**src/rtl/counter_sequencer.sv**
```systemverilog
// counter_sequencer
//   Control stage in front of a modulo-MAX counter. Accepts a run request
//   (start value, tick count) over valid/ready. It loads the counter, then
//   enables it once per external tick strobe until the requested number of
//   steps is done or the run is aborted. It pulses done at the end and
//   reports how many times the counter wrapped during the run.
//
// Ports
//   clk, rst_n  clock (rising edge), asynchronous active-low reset
//   req_valid   request present
//   req_ready   high only in IDLE
//   req_start   value loaded into the counter
//   req_ticks   number of enabled counter steps to perform
//   tick        step strobe; the counter advances only on tick cycles in RUN
//   abort       cancel the current run (honoured in LOAD/RUN only)
//   cnt_d       to counter d (holds the latched start value)
//   cnt_load    to counter load (one cycle, in LOAD)
//   cnt_enable  to counter enable (RUN && tick && !abort)
//   cnt_q       from counter q
//   busy        state != IDLE
//   done        one-cycle pulse at the end of a run
//   aborted     qualifies done: run ended by abort
//   wraps       wraps seen in the last/current run, saturating
module counter_sequencer #(
    parameter int WIDTH  = 4,
    parameter int MAX    = 12,
    parameter int CWIDTH = 8
) (
    input  logic              clk,
    input  logic              rst_n,
    input  logic              req_valid,
    output logic              req_ready,
    input  logic [WIDTH-1:0]  req_start,
    input  logic [CWIDTH-1:0] req_ticks,
    input  logic              tick,
    input  logic              abort,
    output logic [WIDTH-1:0]  cnt_d,
    output logic              cnt_load,
    output logic              cnt_enable,
    input  logic [WIDTH-1:0]  cnt_q,
    output logic              busy,
    output logic              done,
    output logic              aborted,
    output logic [CWIDTH-1:0] wraps
);

    typedef enum logic [1:0] {
        IDLE,
        LOAD,
        RUN,
        DONE
    } state_t;

    localparam logic [WIDTH-1:0] QLAST = WIDTH'(MAX - 1);

    state_t            state;
    state_t            state_nx;
    logic [CWIDTH-1:0] ticks_l;
    logic [CWIDTH-1:0] remaining;
    logic              step;

    // State register
    always_ff @(posedge clk or negedge rst_n) begin
        if (!rst_n) begin
            state <= IDLE;
        end else begin
            state <= state_nx;
        end
    end

    // Next-state logic
    always_comb begin
        state_nx = state;
        unique case (state)
            IDLE: begin
                if (req_valid) begin
                    state_nx = (req_ticks == '0) ? DONE : LOAD;
                end
            end
            LOAD: begin
                state_nx = abort ? DONE : RUN;
            end
            RUN: begin
                // remaining is never 0 in RUN; the <= guards against a stuck run
                if (abort || (tick && remaining <= CWIDTH'(1))) begin
                    state_nx = DONE;
                end
            end
            DONE: begin
                state_nx = IDLE;
            end
            default: begin
                state_nx = IDLE;
            end
        endcase
    end

    // Combinational outputs: abort takes priority over a tick in the same cycle
    always_comb begin
        req_ready  = (state == IDLE);
        step       = (state == RUN) && tick && !abort;
        cnt_enable = step;
    end

    // Registered outputs and run bookkeeping
    always_ff @(posedge clk or negedge rst_n) begin
        if (!rst_n) begin
            cnt_d     <= '0;
            cnt_load  <= 1'b0;
            busy      <= 1'b0;
            done      <= 1'b0;
            aborted   <= 1'b0;
            wraps     <= '0;
            remaining <= '0;
            ticks_l   <= '0;
        end else begin
            cnt_load <= (state_nx == LOAD);
            busy     <= (state_nx != IDLE);
            done     <= (state_nx == DONE);

            unique case (state)
                IDLE: begin
                    if (req_valid) begin
                        cnt_d   <= req_start;
                        ticks_l <= req_ticks;
                        wraps   <= '0;
                        aborted <= 1'b0;
                    end
                end
                LOAD: begin
                    remaining <= ticks_l;
                    if (abort) begin
                        aborted <= 1'b1;
                    end
                end
                RUN: begin
                    if (abort) begin
                        aborted <= 1'b1;
                    end else if (step) begin
                        remaining <= remaining - CWIDTH'(1);
                        // counter steps from MAX-1 back to 0 on this enable
                        if (cnt_q == QLAST && wraps != '1) begin
                            wraps <= wraps + CWIDTH'(1);
                        end
                    end
                end
                default: begin
                end
            endcase
        end
    end

endmodule
```
**config.mk**
```make
export PLATFORM = sky130hd
export DESIGN_NAME = counter_sequencer
export DESIGN_NICKNAME = d
export VERILOG_FILES = /design/src/rtl/counter_sequencer.sv
export SDC_FILE = /design/constraint.sdc
export NUM_CORES = 1
export LEC_CHECK = 0
export ABC_AREA = 1
export ABC_CLOCK_PERIOD_IN_PS = 2000
export BUFFER_PORTS_ARGS = -buffer_cell sky130_fd_sc_hd__buf_2
export CORE_UTILIZATION = 28
export DETAILED_ROUTE_END_ITERATION = 8
export PLACE_DENSITY = 0.57
export SYNTH_ARGS = -nofsm -noshare
export SYNTH_HDL_FRONTEND = slang
export SYNTH_SLANG_ARGS = --single-unit
```
**constraint.sdc**
```tcl
create_clock -name clk -period 2 [get_ports clk]
set_clock_uncertainty 0.15 [all_clocks]
set_input_delay 0.4 -clock clk [delete_from_list [all_inputs] [get_ports clk]]
set_output_delay 0.4 -clock clk [all_outputs]
set_load 0.05 [all_outputs]
```
# ---- Yosys cells after proc, flatten, opt, wreduce, memory -nomap -nowiden
# Cells that the tools add are included.
dict set report op_classes {
  order_cmp 1
  addsub 2
  mux 16
  eq_ne 12
  n_reduce_logical 17
}
# op count
set ops {}
lappend ops {{two-way mux 8 bit} 6}
lappend ops {{case mux 8 bit (2 select lines)} 2}
lappend ops {{adder 8 x 1 -> 8 bit (second input constant)} 1}
lappend ops {{<= comparator 8 x 1 -> 1 bit (second input constant)} 1}
lappend ops {{logical NOT 8 bit} 1}
lappend ops {{!= test 8 bit (second input constant)} 1}
lappend ops {{case mux 2 bit (4 select lines)} 1}
lappend ops {{nonzero test 2 bit} 4}
lappend ops {{subtractor 8 x 1 -> 8 bit (second input constant)} 1}
lappend ops {{== test 2 bit (second input constant)} 3}
lappend ops {{two-way mux 2 bit} 3}
lappend ops {{!= test 2 bit (second input constant)} 3}
lappend ops {{AND reduction 3 bit} 2}
lappend ops {{AND reduction 5 bit} 1}
lappend ops {{== test 2 x 1 -> 1 bit (second input constant)} 2}
lappend ops {{== test 4 bit (second input constant)} 1}
lappend ops {{logical AND 1 bit} 4}
lappend ops {{!= test 2 x 1 -> 1 bit (second input constant)} 2}
lappend ops {{two-way mux 1 bit} 3}
lappend ops {{logical NOT 2 bit} 1}
lappend ops {{case mux 1 bit (2 select lines)} 1}
lappend ops {{AND reduction 2 bit} 1}
lappend ops {{OR reduction 2 bit} 1}
lappend ops {{logical NOT 1 bit} 1}
lappend ops {{logical OR 1 bit} 1}
dict set report word_totals {
  out_inout_bits 18
  elab_cells 57
  in_bits 21
  regBits 34
}

# ---- Logic depth before layout (Yosys ltp)
# Gate-level depths: netlist of run 1.
dict set report logic_depth {
  ltp_word 6
  mapped_depth 10
  ltp_nobuf 10
}

# ---- Least setup slack after synthesis of run 1
# No wires, ideal clock.
dict set report synth_timing {
  path_kind {reg2reg}
  from {register state[0]}
  to {register wraps[3]}
  n_path_buf 1
  slack_ns 0.011
  required_ns 1.727
  stages_incl_launch_ff 11
  period_less_slack_ns 1.989
  setup_time_ns 0.123
  arrival_time_ns 1.716
  cell_sequence {dfrtp_1 > inv_1 > ha_1 > inv_2 > o21ai_1 > nand2_1 > nor2_2 > nand2_4 > buf_6 > nand2_1 > o21ai_1}
}
dict set report synth_via {
  elab_cells_between_ends 11
  cone_classes {eq/ne: 5; mux: 1; reduce/logical: 5}
}
# item line
set synth_lines {}
lappend synth_lines {{start, declared} 56} ;# state_t state;
lappend synth_lines {{start signal, assigned} 67} ;# state <= state_nx;
lappend synth_lines {{logical NOT 2 bit (*)} n/a}
lappend synth_lines {{named net req_ready} 32} ;# output logic req_ready,
lappend synth_lines {{!= test 2 bit (no source line) / nonzero test 2 bit (equally long branches)} n/a}
lappend synth_lines {{AND reduction 5 bit (no source line)} n/a}
lappend synth_lines {{end signal, assigned} 143} ;# wraps <= wraps + CWIDTH'(1);
lappend synth_lines {{end, declared} 44} ;# output logic [CWIDTH-1:0] wraps
# Mark *: on every way through the listed nets, which the timed path passes. The rest lies on a longest branch.
# A chain may end at the register's enable or synchronous reset.

# ---- Worst setup path after layout of run 1
dict set report layout_timing {
  from {register state[1]}
  to {output req_ready}
}
dict set report layout_via {
  elab_chain_len 1
}
# item line
set layout_lines {}
lappend layout_lines {{logical NOT 2 bit} 100} ;# req_ready = (state == IDLE);
lappend layout_lines {{end, declared} 32}
# Every way passes these cells.

==> results.md, run 1 <==
* Vias post-DR at approximately 1,700
* Fillers at 696
* Mapped cell area at between 1500 and 2000 sq um
* Critical path launch point type: flip-flop
* Root buf cell: clkbuf_8
* Die Height at roughly 83 um
* Worst R2R Path Depth at 9
* Drt total wl at just over 4 mm
* Reg2Reg Setup Slack at slightly above 0.3 ns
* Tmin final at 1.887 ns
* Worst-Skew Late Latency at 0.29 ns
* Final HPWL DP at roughly 3.0 mm
* Final core utilization at 36.25%
* CTS Buffer Depth at 2
* Critical path fanouts, max at 6
* Worst Hold End: cnt_d[1]
* GRT Util Overall at between 10% and 20%
* Warnings, synthesis at 0
* RR Startpoint: state[1]
* FF-to-FF End: wraps[1]
* CTS tree: done
* TritonCTS Buffers at 5
* Synthesis-to-finish area growth at 24.58%
* Global route overflow at 0
* Post-Place Setup Slack at 0.2757 ns
* Synth Instances at 251
* DP Area at 2168 sq um
* Seq. cell area at between 800 and 900 sq um
* Drt wl/cell at 10.89 um
* Final setup fails at 0
* CTS Sinks at 34
* Flops & latches, synth at 34
* Worst setup margin at 0.1131 ns
* Routed vias/inst at 4.420
* Outcome: finished clean
* Row Count at 29
* H-tree levels at 2
* Fin. max-slew vios at 0
* Post-Layout Inst Area at between 2000 and 2500 sq um
* Kind of end point of the critical path: output pin
* Syn Nets at 279
* Part of the Yosys area used for sequential elements at 45.79%
* Crit share post-route at 94.34%
* Worst Setup Path Type: reg2out
* # IOs at 39
* Pleak at about 0.0012 uW
* Max cap viols at 0
* Hold Vio Cnt, Final at 0
* CORE AREA at 6386 sq um
* Slew of the pin with the lowest slew margin at 0.4447 ns
* Syn_area_per_cell at 7.403 sq um
* Vias in the first global route at 1,508
* Power density over the cells at 1580 nW/um^2
* Buffers added on ports at 38
* Final #Nets at between 300 and 400
* Crit path required time at 1.45 ns
* Initial Util at 29.09%
* Hold Path Class: in2reg
* Inserted Diodes at 0
* Netlist cell types at 28
* Iteration count of the initial detailed-routing pass at 4
* Layout cells sized above 1 at 22.90%
* Number of DRC markers in iteration 0 at 61
* Placer Congestion at 0.7964
* Slew margin rel. at ~70%
* Die X at 83.46 um
* VDD IR max at 0.6590 mV
* Hold_sp: req_start[1]
* Hold Path Depth at 3
* First-pass GRT wire length at ~6.9 mm
* Residual DRC count at 0
* Footprint of the multi-input gates at 853.3 sq um
* Die ar. at 6966 sq um
* Highest clock rate at about 530 MHz
* Clk slew on worst S/H paths at ~0.070 ns
* Initial antenna violation count at 0
* Detail Route Antenna Nets at 0
* Largest net degree at the start of global routing at 19
* Arrival @ worst endpoint at approximately 1.3 ns
==> worst max-delay path by stage <==
stage               slack (ns)     start    endpoint
floorplan                 0.01  state[0]    wraps[3]
global placement          0.31  state[0]  cnt_enable
detailed placement        0.28  state[0]  cnt_enable
CTS                     0.0002  state[0]  cnt_enable
global route           -0.0004  state[0]  cnt_enable
finish                    0.11  state[1]   req_ready
==> worst max-delay path: stages (launching register included) <==
cell and delay (ns):
dfrtp_1 0.43, inv_1 0.12, ha_2 0.24, clkbuf_4 0.25
==> cells in the mapped netlist <==
| cell | count | area [sq um] |
|---|---|---|
| o211ai_1 | 1 | 7.510 |
| buf_2 | 3 | 15.01 |
| nor3_1 | 2 | 10.01 |
| or2_2 | 1 | 6.260 |
| o21bai_1 | 1 | 7.510 |
| nand2_1 | 80 | 300.3 |
| o21ai_0 | 6 | 30.03 |
| nor2_1 | 20 | 75.07 |
| buf_1 | 1 | 3.750 |
| or2_1 | 1 | 6.260 |
| nand2_2 | 2 | 12.51 |
| xor2_1 | 2 | 17.52 |
| clkbuf_1 | 1 | 3.750 |
| nor2_2 | 2 | 12.51 |
| a21oi_1 | 6 | 30.03 |
| nand4_1 | 1 | 6.260 |
| nand2_4 | 1 | 11.26 |
| dfrtp_1 | 34 | 850.8 |
| inv_2 | 8 | 30.03 |
| o21ai_1 | 23 | 115.1 |
| nand3b_1 | 1 | 7.510 |
| buf_6 | 1 | 11.26 |
| o22ai_1 | 2 | 12.51 |
| inv_1 | 27 | 101.4 |
| a21o_1 | 1 | 7.510 |
| ha_1 | 7 | 87.58 |
| clkinv_1 | 1 | 3.750 |
| nand3_1 | 15 | 75.07 |
==> cells in the final DEF (no fill, tap or decap), drive strengths merged, types with 2 or more instances in the layout <==
master,Yosys,routed
a21oi,6,6
buf,5,43
clkbuf,1,7
dfrtp,34,34
ha,7,7
inv,35,35
nand2,83,83
nand3,15,15
nor2,22,22
nor3,2,2
o21ai,29,29
o22ai,2,2
or2,2,2
xor2,2,2
==> per-layer routing <==
metal | global-route usage, % | wire (um) | up-vias
met5 | 0 | 0 | -
met4 | 4.160 | 31 | 0
met3 | 4.253 | 201 | 5
met2 | 20.04 | 1899 | 39
met1 | 15.93 | 1941 | 730
li1 | - | - | 879
==> what timing repair did <==
action                                 in CTS  in global routing
cloned                                      0                  0
setup endpoints to repair                   1                  2
setup buffers                               0                  0
hold buffers                                1                  0
pin swaps                                   0                  0
resized for setup                           1                  6
endpoints found under the hold margin      16                  0
==> final cells by class <==
type,count,area share (%)
Clock buffer,6,3.568
Clock inverter,1,1.297
Inverter,36,5.838
Multi-Input combinational cell,175,36.86
Sequential cell,34,36.76
Tap cell,77,4.162
Timing Repair Buffer,45,11.51
==> per-stage QoR <==
| stage | hold slack, ns | power, uW | cells | TNS (ns) |
|---|---|---|---|---|
| after floorplan | -0.04559 | 2543 | 251 | 0 |
| after global placement | 0.2128 | 2965 | 366 | 0 |
| after detailed placement | 0.2198 | 2996 | 366 | 0 |
| after CTS | 0.1390 | 3675 | 374 | 0 |
| after global routing | 0.1524 | 4008 | 374 | -0.0004132 |
| final | 0.1493 | 3658 | 374 | 0 |
==> sequential cells by signal, indices dropped and copies added (netlist names) <==
signal / count
cnt_d: 4
done: 1
remaining: 8
cnt_load: 1
busy: 1
ticks_l: 8
state: 2
aborted: 1
wraps: 8
==> kinds of logic (layout without fill, tap and decap cells) <==
group / Yosys count / count (layout) / synth area share (%)
buffers and inverters: 42 / 88 / 9.090
XOR/XNOR: 2 / 2 / 0.9429
AO/OA/AOI/OAI: 40 / 40 / 11.31
flip-flops: 34 / 34 / 45.79
adder cells (fa/ha/maj): 7 / 7 / 4.714
AND/OR/NAND/NOR: 126 / 126 / 28.15
==> power breakdown <==
| group | internal [uW] | total (uW) | switching, uW |
|---|---|---|---|
| clock | 398 | 649 | 251 |
| combinational | 597 | 1890 | 1290 |
| sequential | 957 | 1120 | 163 |
| total | 1950 | 3660 | 1710 |
Power figures use the tool's default switching activity.
==> run 2: changes to the inputs <==
Settings changed: CORE_MARGIN from default to 2, HOLD_SLACK_MARGIN from default to 0.02, MAX_ROUTING_LAYER from default to met4.
==> run 2 against run 1 <==
Against the previous run:
- sequential power barely moved
- sequential share of layout area up 0.67 points
- global-route usage barely moved
- final area down 1.8%
- flip-flop and latch count did not move
- combinational power barely moved
- non-clock buffer count decreased by 1
- maximum frequency decreased by 0.10%
- power is 3.7% lower
- die area up 4.9%
- highest routed layer unchanged
==> results.md, run 2 (synthesized netlist as in run 1, its figures left out) <==
* CP max stage cell: dfrtp_1
* Outcome: finished clean
* Die X at 85.46 um (+2.4%)
* Buffers added on ports at 38 (unchanged)
* CP Capture Point: cnt_enable
* RR Startpoint: state[1]
* Detail Route Antenna Nets at 0 (unchanged)
* Post-Layout Inst Area at 2273 sq um (-1.8%)
* GRT Util Overall at 12.52% (-0.024 points)
* H-tree levels at 2 (unchanged)
* Kind of end point of the critical path: output pin
* Clk slew on worst S/H paths at 0.08 ns (about the same)
* RSZ-0062 raised after global routing: no
* Most common cell after layout, fill and taps aside: nand2_1
* Largest regs: remaining x8, ticks_l x8, wraps x8
* Residual DRC count at 0 (unchanged)
* Worst-Skew Late Latency at 0.29 ns (about the same)
* Placer Congestion at 0.7589 (-4.7%)
* Crit share post-route at 94.44% (+0.098 points)
* Setup crit start: state[0]
* Synthesis-to-finish area growth at 22.36%
* CTS Buffer Depth at 2 (unchanged)
* Iteration count of the initial detailed-routing pass at 4 (unchanged)
* Root buf cell: clkbuf_8
* Setup TNS at 0 ns (unchanged)
* Critical path launch point type: flip-flop
* Final #Nets at 324 (-0.31%)
* Highest clock rate at 529.4 MHz (-0.10%)
* Drt wl/cell at 11.03 um (+1.3%)
* Row Count at 29 (unchanged)
* Arrival @ worst endpoint at 1.34 ns (about the same)
* Die Height at 85.46 um (+2.4%)
* Worst-path cell chain: inv_2, ha_4, nand2_1, nor2_1, buf_4
* Total setup buffers inserted after CTS at 0 (unchanged)
* Die ar. at 7303 sq um (+4.9%)
* Fin. max-slew vios at 0 (unchanged)
* Drt total wl at 4.127 mm (+1.3%)
* Vias post-DR at 1,666 (+0.79%)
* DP Area at 2148 sq um (-0.92%)
* Critical path fanouts, max at 6 (unchanged)
* CTS tree: done
* Final HPWL DP at 2.933 mm (-3.5%)
* Vias in the first global route at 1,555 (+3.1%)
* CORE AREA at 6386 sq um (unchanged)
* Tmin final at 1.889 ns (+0.001967 ns)
* Largest net degree at the start of global routing at 35 (+16)
* Initial Util at 29.09% (unchanged)
* Slew margin rel. at 70.01% (about the same)
* Commonest non-fill, non-tap cells in the layout: nand2_1 (80), buf_2 (36), dfrtp_1 (34)
* Reg2Reg Setup Slack at 0.29 ns (-0.02 ns)
* Routed vias/inst at 4.455 (+0.79%)
* Inserted Diodes at 0 (unchanged)
* CP peak stage delay at 0.42 ns (about the same)
* Hold slack at 0.1464 ns (-0.002859 ns)
* Power density over the cells at 1550 nW/um^2 (-1.9%)
* Hold Vio Cnt, Final at 0 (unchanged)
* VDD IR max at 0.7527 mV (+14%)
* Final setup fails at 0 (unchanged)
* TritonCTS Buffers at 5 (unchanged)
* Crit path required time at 1.45 ns (about the same)
* Worst Setup Path Type: reg2out
* FF-to-FF End: wraps[0]
* CTS Sinks at 34 (unchanged)
* Worst setup margin at 0.1112 ns (-0.001967 ns)
* Post-Place Setup Slack at 0.2297 ns (-0.04597 ns)
* Layout cells sized above 1 at 22.90% (unchanged)
* Pleak at 0.001202 uW (-1.6%)
* Hold Path Class: in2reg
* Hold Path Depth at 3 (unchanged)
* # IOs at 39 (unchanged)
* Slew of the pin with the lowest slew margin at 0.4499 ns (+0.005196 ns)
* Number of DRC markers in iteration 0 at 89 (+46%)
* First-pass GRT wire length at 6.996 mm (+0.79%)
* Global route overflow at 0 (unchanged)
* Worst R2R Path Depth at 9 (unchanged)
* Max cap viols at 0 (unchanged)
* Initial antenna violation count at 0 (unchanged)
-- run 2: changes by cell type in the layout (fill, tap and decap cells not counted), sizes merged --
cell	change
bufinv	-1
clkinv	+1
clkinvlp	+1
buf	-1
-- run 2: worst min-delay path by stage --
stage / start / end / slack [ns]
3_5_place_dp: cnt_d[1] / cnt_d[1] / 0.31
6_report: req_start[2] / cnt_d[2] / 0.15
4_1_cts: req_start[3] / cnt_d[3] / 0.14
2_1_floorplan: rst_n / aborted / -0.05
5_1_grt: req_start[1] / cnt_d[1] / 0.15
3_3_place_gp: cnt_d[1] / cnt_d[1] / 0.31
-- run 2: final cells by class --
type,instances,area [sq um]
Multi-Input combinational cell,175,853.3
Timing Repair Buffer,44,242.7
Clock inverter,2,12.51
Tap cell,77,96.34
Sequential cell,34,850.8
Inverter,36,135.1
Clock buffer,6,82.58
Fill cell,687,4113
-- run 2: routing by layer --
metal  part of all wire [%]  vias to the layer above  GRT usage, %
met2                     45                       37         19.60
li1                       -                      870             -
met5                      0                        -             -
met4                    1.1                        0         3.463
met3                    4.8                        5         4.183
met1                     49                      754         15.47
-- run 2: power breakdown --
part	leakage [uW]	switching (uW)	internal [uW]
Combinational	0.000719	1290	567
Clock	0.0000472	271	277
Sequential	0.000435	162	956
Total	0.00120	1720	1800
-- run 2: repair_timing --
action | in CTS | in global routing
hold buffers | 1 | 0
endpoints found under the hold margin | 34 | 0
resized for setup | 2 | 4
pin swaps | 0 | 0
setup endpoints to repair | 1 | 2
-- run 2: per-stage QoR --
step           utilization (%)  power, uW  cells
2_1_floorplan                -       2543    251
3_3_place_gp             33.64       2935    365
3_5_place_dp             33.64       2964    365
4_1_cts                  35.36       3530    374
5_1_grt                  35.60       3857    374
6_report                 35.60       3524    374
-- run 2: worst max-delay path, delay by kind of cell, from the launching register on --
family,cells,cell delay (ns)
flops,1,0.42
fa+ha+maj,1,0.17
simple gates,2,0.15
buf+inv,2,0.31
==> run 3: changes to the inputs <==
Settings changed: ABC_CLOCK_PERIOD_IN_PS 2000 to 1500, PLACE_DENSITY 0.57 to 0.51.
Clock period 2 ns to 1.5 ns, I/O delays scaled along.
==> run 3 against run 2 <==
Against the previous run:
- the flow now finishes with violations (setup timing)
- non-clock buffer count rose by 23
- via count grew 6.2%
- sequential share of layout area decreased by 5.4 points
- global-route usage is 1.3 points higher
- critical path depth did not move
- critical path type unchanged
- largest power group unchanged
==> results.md, run 3 (synthesized netlist as in run 1, its figures left out) <==
* Final core utilization at 41.93% (+6.3 points)
* Final setup fails at 13 (+13)
* Power density over the cells at 2239 nW/um^2 (+44%)
* GRT Util Overall at 13.82% (+1.3 points)
* Synthesis-to-finish area growth at 44.11%
* Commonest non-fill, non-tap cells in the layout: nand2_1 (74), buf_2 (34), dfrtp_1 (29)
* Final #Nets at 349 (+7.7%)
* Detail Route Antenna Nets at 0 (unchanged)
* Failing checks: setup timing
* Final HPWL DP at 3.102 mm (+5.8%)
* Kind of end point of the critical path: output pin
* Slew margin rel. at 82.09% (+12 points)
* Residual DRC count at 0 (unchanged)
* H-tree levels at 2 (unchanged)
* CORE AREA at 6386 sq um (unchanged)
* Root buf cell: clkbuf_8
* Hold Vio Cnt, Final at 0 (unchanged)
* TritonCTS Buffers at 5 (unchanged)
* Max cap viols at 0 (unchanged)
* # IOs at 39 (unchanged)
* Placed Cells at 381 (+4.4%)
* Largest net degree at the start of global routing at 35 (unchanged)
* Critical path launch point type: flip-flop
* Number of DRC markers in iteration 0 at 48 (-46%)
* Internal Pwr Total at 3358 uW (+86%)
* Fin. max-slew vios at 0 (unchanged)
* Worst-path cell chain: inv_2, ha_4, nand2_4, nor2_4, buf_6
* Worst-Skew Late Latency at 0.29 ns (about the same)
* CP peak stage delay at 0.39 ns (-0.03 ns)
* Drt total wl at 4.472 mm (+8.4%)
* Global route overflow at 0 (unchanged)
* Initial antenna violation count at 0 (unchanged)
* CTS Buffer Depth at 2 (unchanged)
* Routed vias/inst at 4.434 (-0.47%)
* Vias post-DR at 1,769 (+6.2%)
* Finished Layout Cells at 399 (+6.7%)
* Row Count at 29 (unchanged)
* First-pass GRT wire length at 7.672 mm (+9.7%)
* Logic pwr share at 57.3% (+4.6 points)
* Highest clock rate at between 500 and 600 MHz
* Crit share post-route at 111.6%
* Die X at 85.46 um (unchanged)
* Iteration count of the initial detailed-routing pass at 4 (unchanged)
* Worst Setup Path Type: reg2out
* CTS tree: done
* Crit path required time at 1.05 ns (-0.40 ns)
* Switching share of power at 43.99% (-4.9 points)
* Vias in the first global route at 1,703 (+9.5%)
* Reg2Reg Setup Slack at -0.17 ns (-0.46 ns)
* Buffers added on ports at 38 (unchanged)
* Drt wl/cell at 11.21 um (+1.6%)
* Clk slew on worst S/H paths at 0.07 ns (about the same)
* Placer Congestion at 0.7588 (about the same)
* Final Power at 5995 uW (+70%)
* Sequential share of power at 25.2% (-6.5 points)
* Psw at 2637 uW (+53%)
* Slew of the pin with the lowest slew margin at 0.2668 ns (-0.1831 ns)
* VDD IR max at 1.121 mV (+49%)
* Largest regs: remaining x8, ticks_l x8, wraps x8
* Tmin final at 1.674 ns
* CP max stage cell: dfrtp_1
* Die Height at 85.46 um (unchanged)
* Critical path fanouts, max at 5 (-1)
* Worst setup margin at -0.1742 ns (-0.2853 ns)
* Initial Util at 29.09% (unchanged)
* Die ar. at 7303 sq um (unchanged)
* Crit path buffers/inverters at 2 (unchanged)
* Arrival @ worst endpoint at 1.22 ns (-0.12 ns)
* Layout cells sized above 1 at 38.20% (+15 points)
* Outcome: complete, but fails checks
* Hold Path Class: in2reg
* RSZ-0062 raised after global routing: yes
* Hold slack at 0.05105 ns (-0.09538 ns)
* CTS Sinks at 34 (unchanged)
* Inserted Diodes at 0 (unchanged)
* Largest delay share family, worst path: flip-flops
* Most common cell after layout, fill and taps aside: nand2_1
* Pleak at 0.001359 uW (+13%)
* Clock power frac at 17.5% (+2.0 points)
## run 3: cell count changes in the layout (fill, tap and decap cells not counted), sizes merged
cell and change:
clkinv -1, bufinv +2, buf +23, nand2 +1
## run 3: metrics by stage
stage | TNS [ns] | setup WS (ns) | instance area, sq um
finish | -1.702 | -0.1742 | 2678
global route | -3.736 | -0.2919 | 2678
CTS | -1.870 | -0.1890 | 2561
detailed placement | -1.496 | -0.1416 | 2327
global placement | -1.056 | -0.09498 | 2327
floorplan | -1.299 | -0.1812 | 1912
## run 3: repair_timing
action	4_1_cts	5_1_grt
pin swaps	3	9
hold buffers	1	0
endpoints found under the setup margin	19	29
gates resized for setup	14	26
buffers inserted	3	4
cloned	1	1
hold endpoints to repair	34	0
## run 3: layout make-up
type / instances / area (sq um)
clock inverters: 2 / 60.06
inverters: 36 / 140.1
fillers: 672 / 3709
repair inverters: 1 / 7.507
well taps: 77 / 96.34
multi-input cells: 176 / 978.4
flip-flops and latches: 34 / 857.1
clock buffers: 6 / 82.58
repair buffers: 67 / 455.4
## run 3: metal layers
metal	wire [um]	GRT usage [%]	vias to the layer above	share of wire, %
met5	0	-	-	0
met1	2129	17.26	793	48
met4	68	5.483	0	1.5
met2	2070	21.80	40	46
li1	-	-	928	-
met3	204	3.016	8	4.6
## run 3: power by group through the flow
| stage | Sequential, uW | Clock (uW) | Combinational [uW] |
|---|---|---|---|
| final | 1510 | 1050 | 3430 |
| after global routing | 1550 | 1140 | 3830 |
| after CTS | 1500 | 1080 | 3100 |
| after detailed placement | 1500 | 0 | 2860 |
| after global placement | 1500 | 0 | 2840 |
| after floorplan | 1870 | 0 | 1650 |
## run 3: final timing paths
kind | end | cells past startpoint | start
worst max-delay path | cnt_enable | 5 | state[0]
worst min-delay path | cnt_d[2] | 3 | req_start[2]
worst max register to register | wraps[3] | 10 | state[0]
worst min register to register | cnt_d[3] | 2 | cnt_d[3]
max in group asynchronous | wraps[3] | 3 | rst_n
min in group asynchronous | wraps[4] | 3 | rst_n
## run 3: worst register-to-register path, cell delays in order (launching register included)
cell and delay [ns]:
dfrtp_1 0.39, inv_2 0.09, buf_6 0.11, ha_4 0.17
inv_2 0.05, o21ai_1 0.11, nand2_1 0.09, nor2_4 0.16
nand2_4 0.11, nand2_1 0.07, o21ai_1 0.05
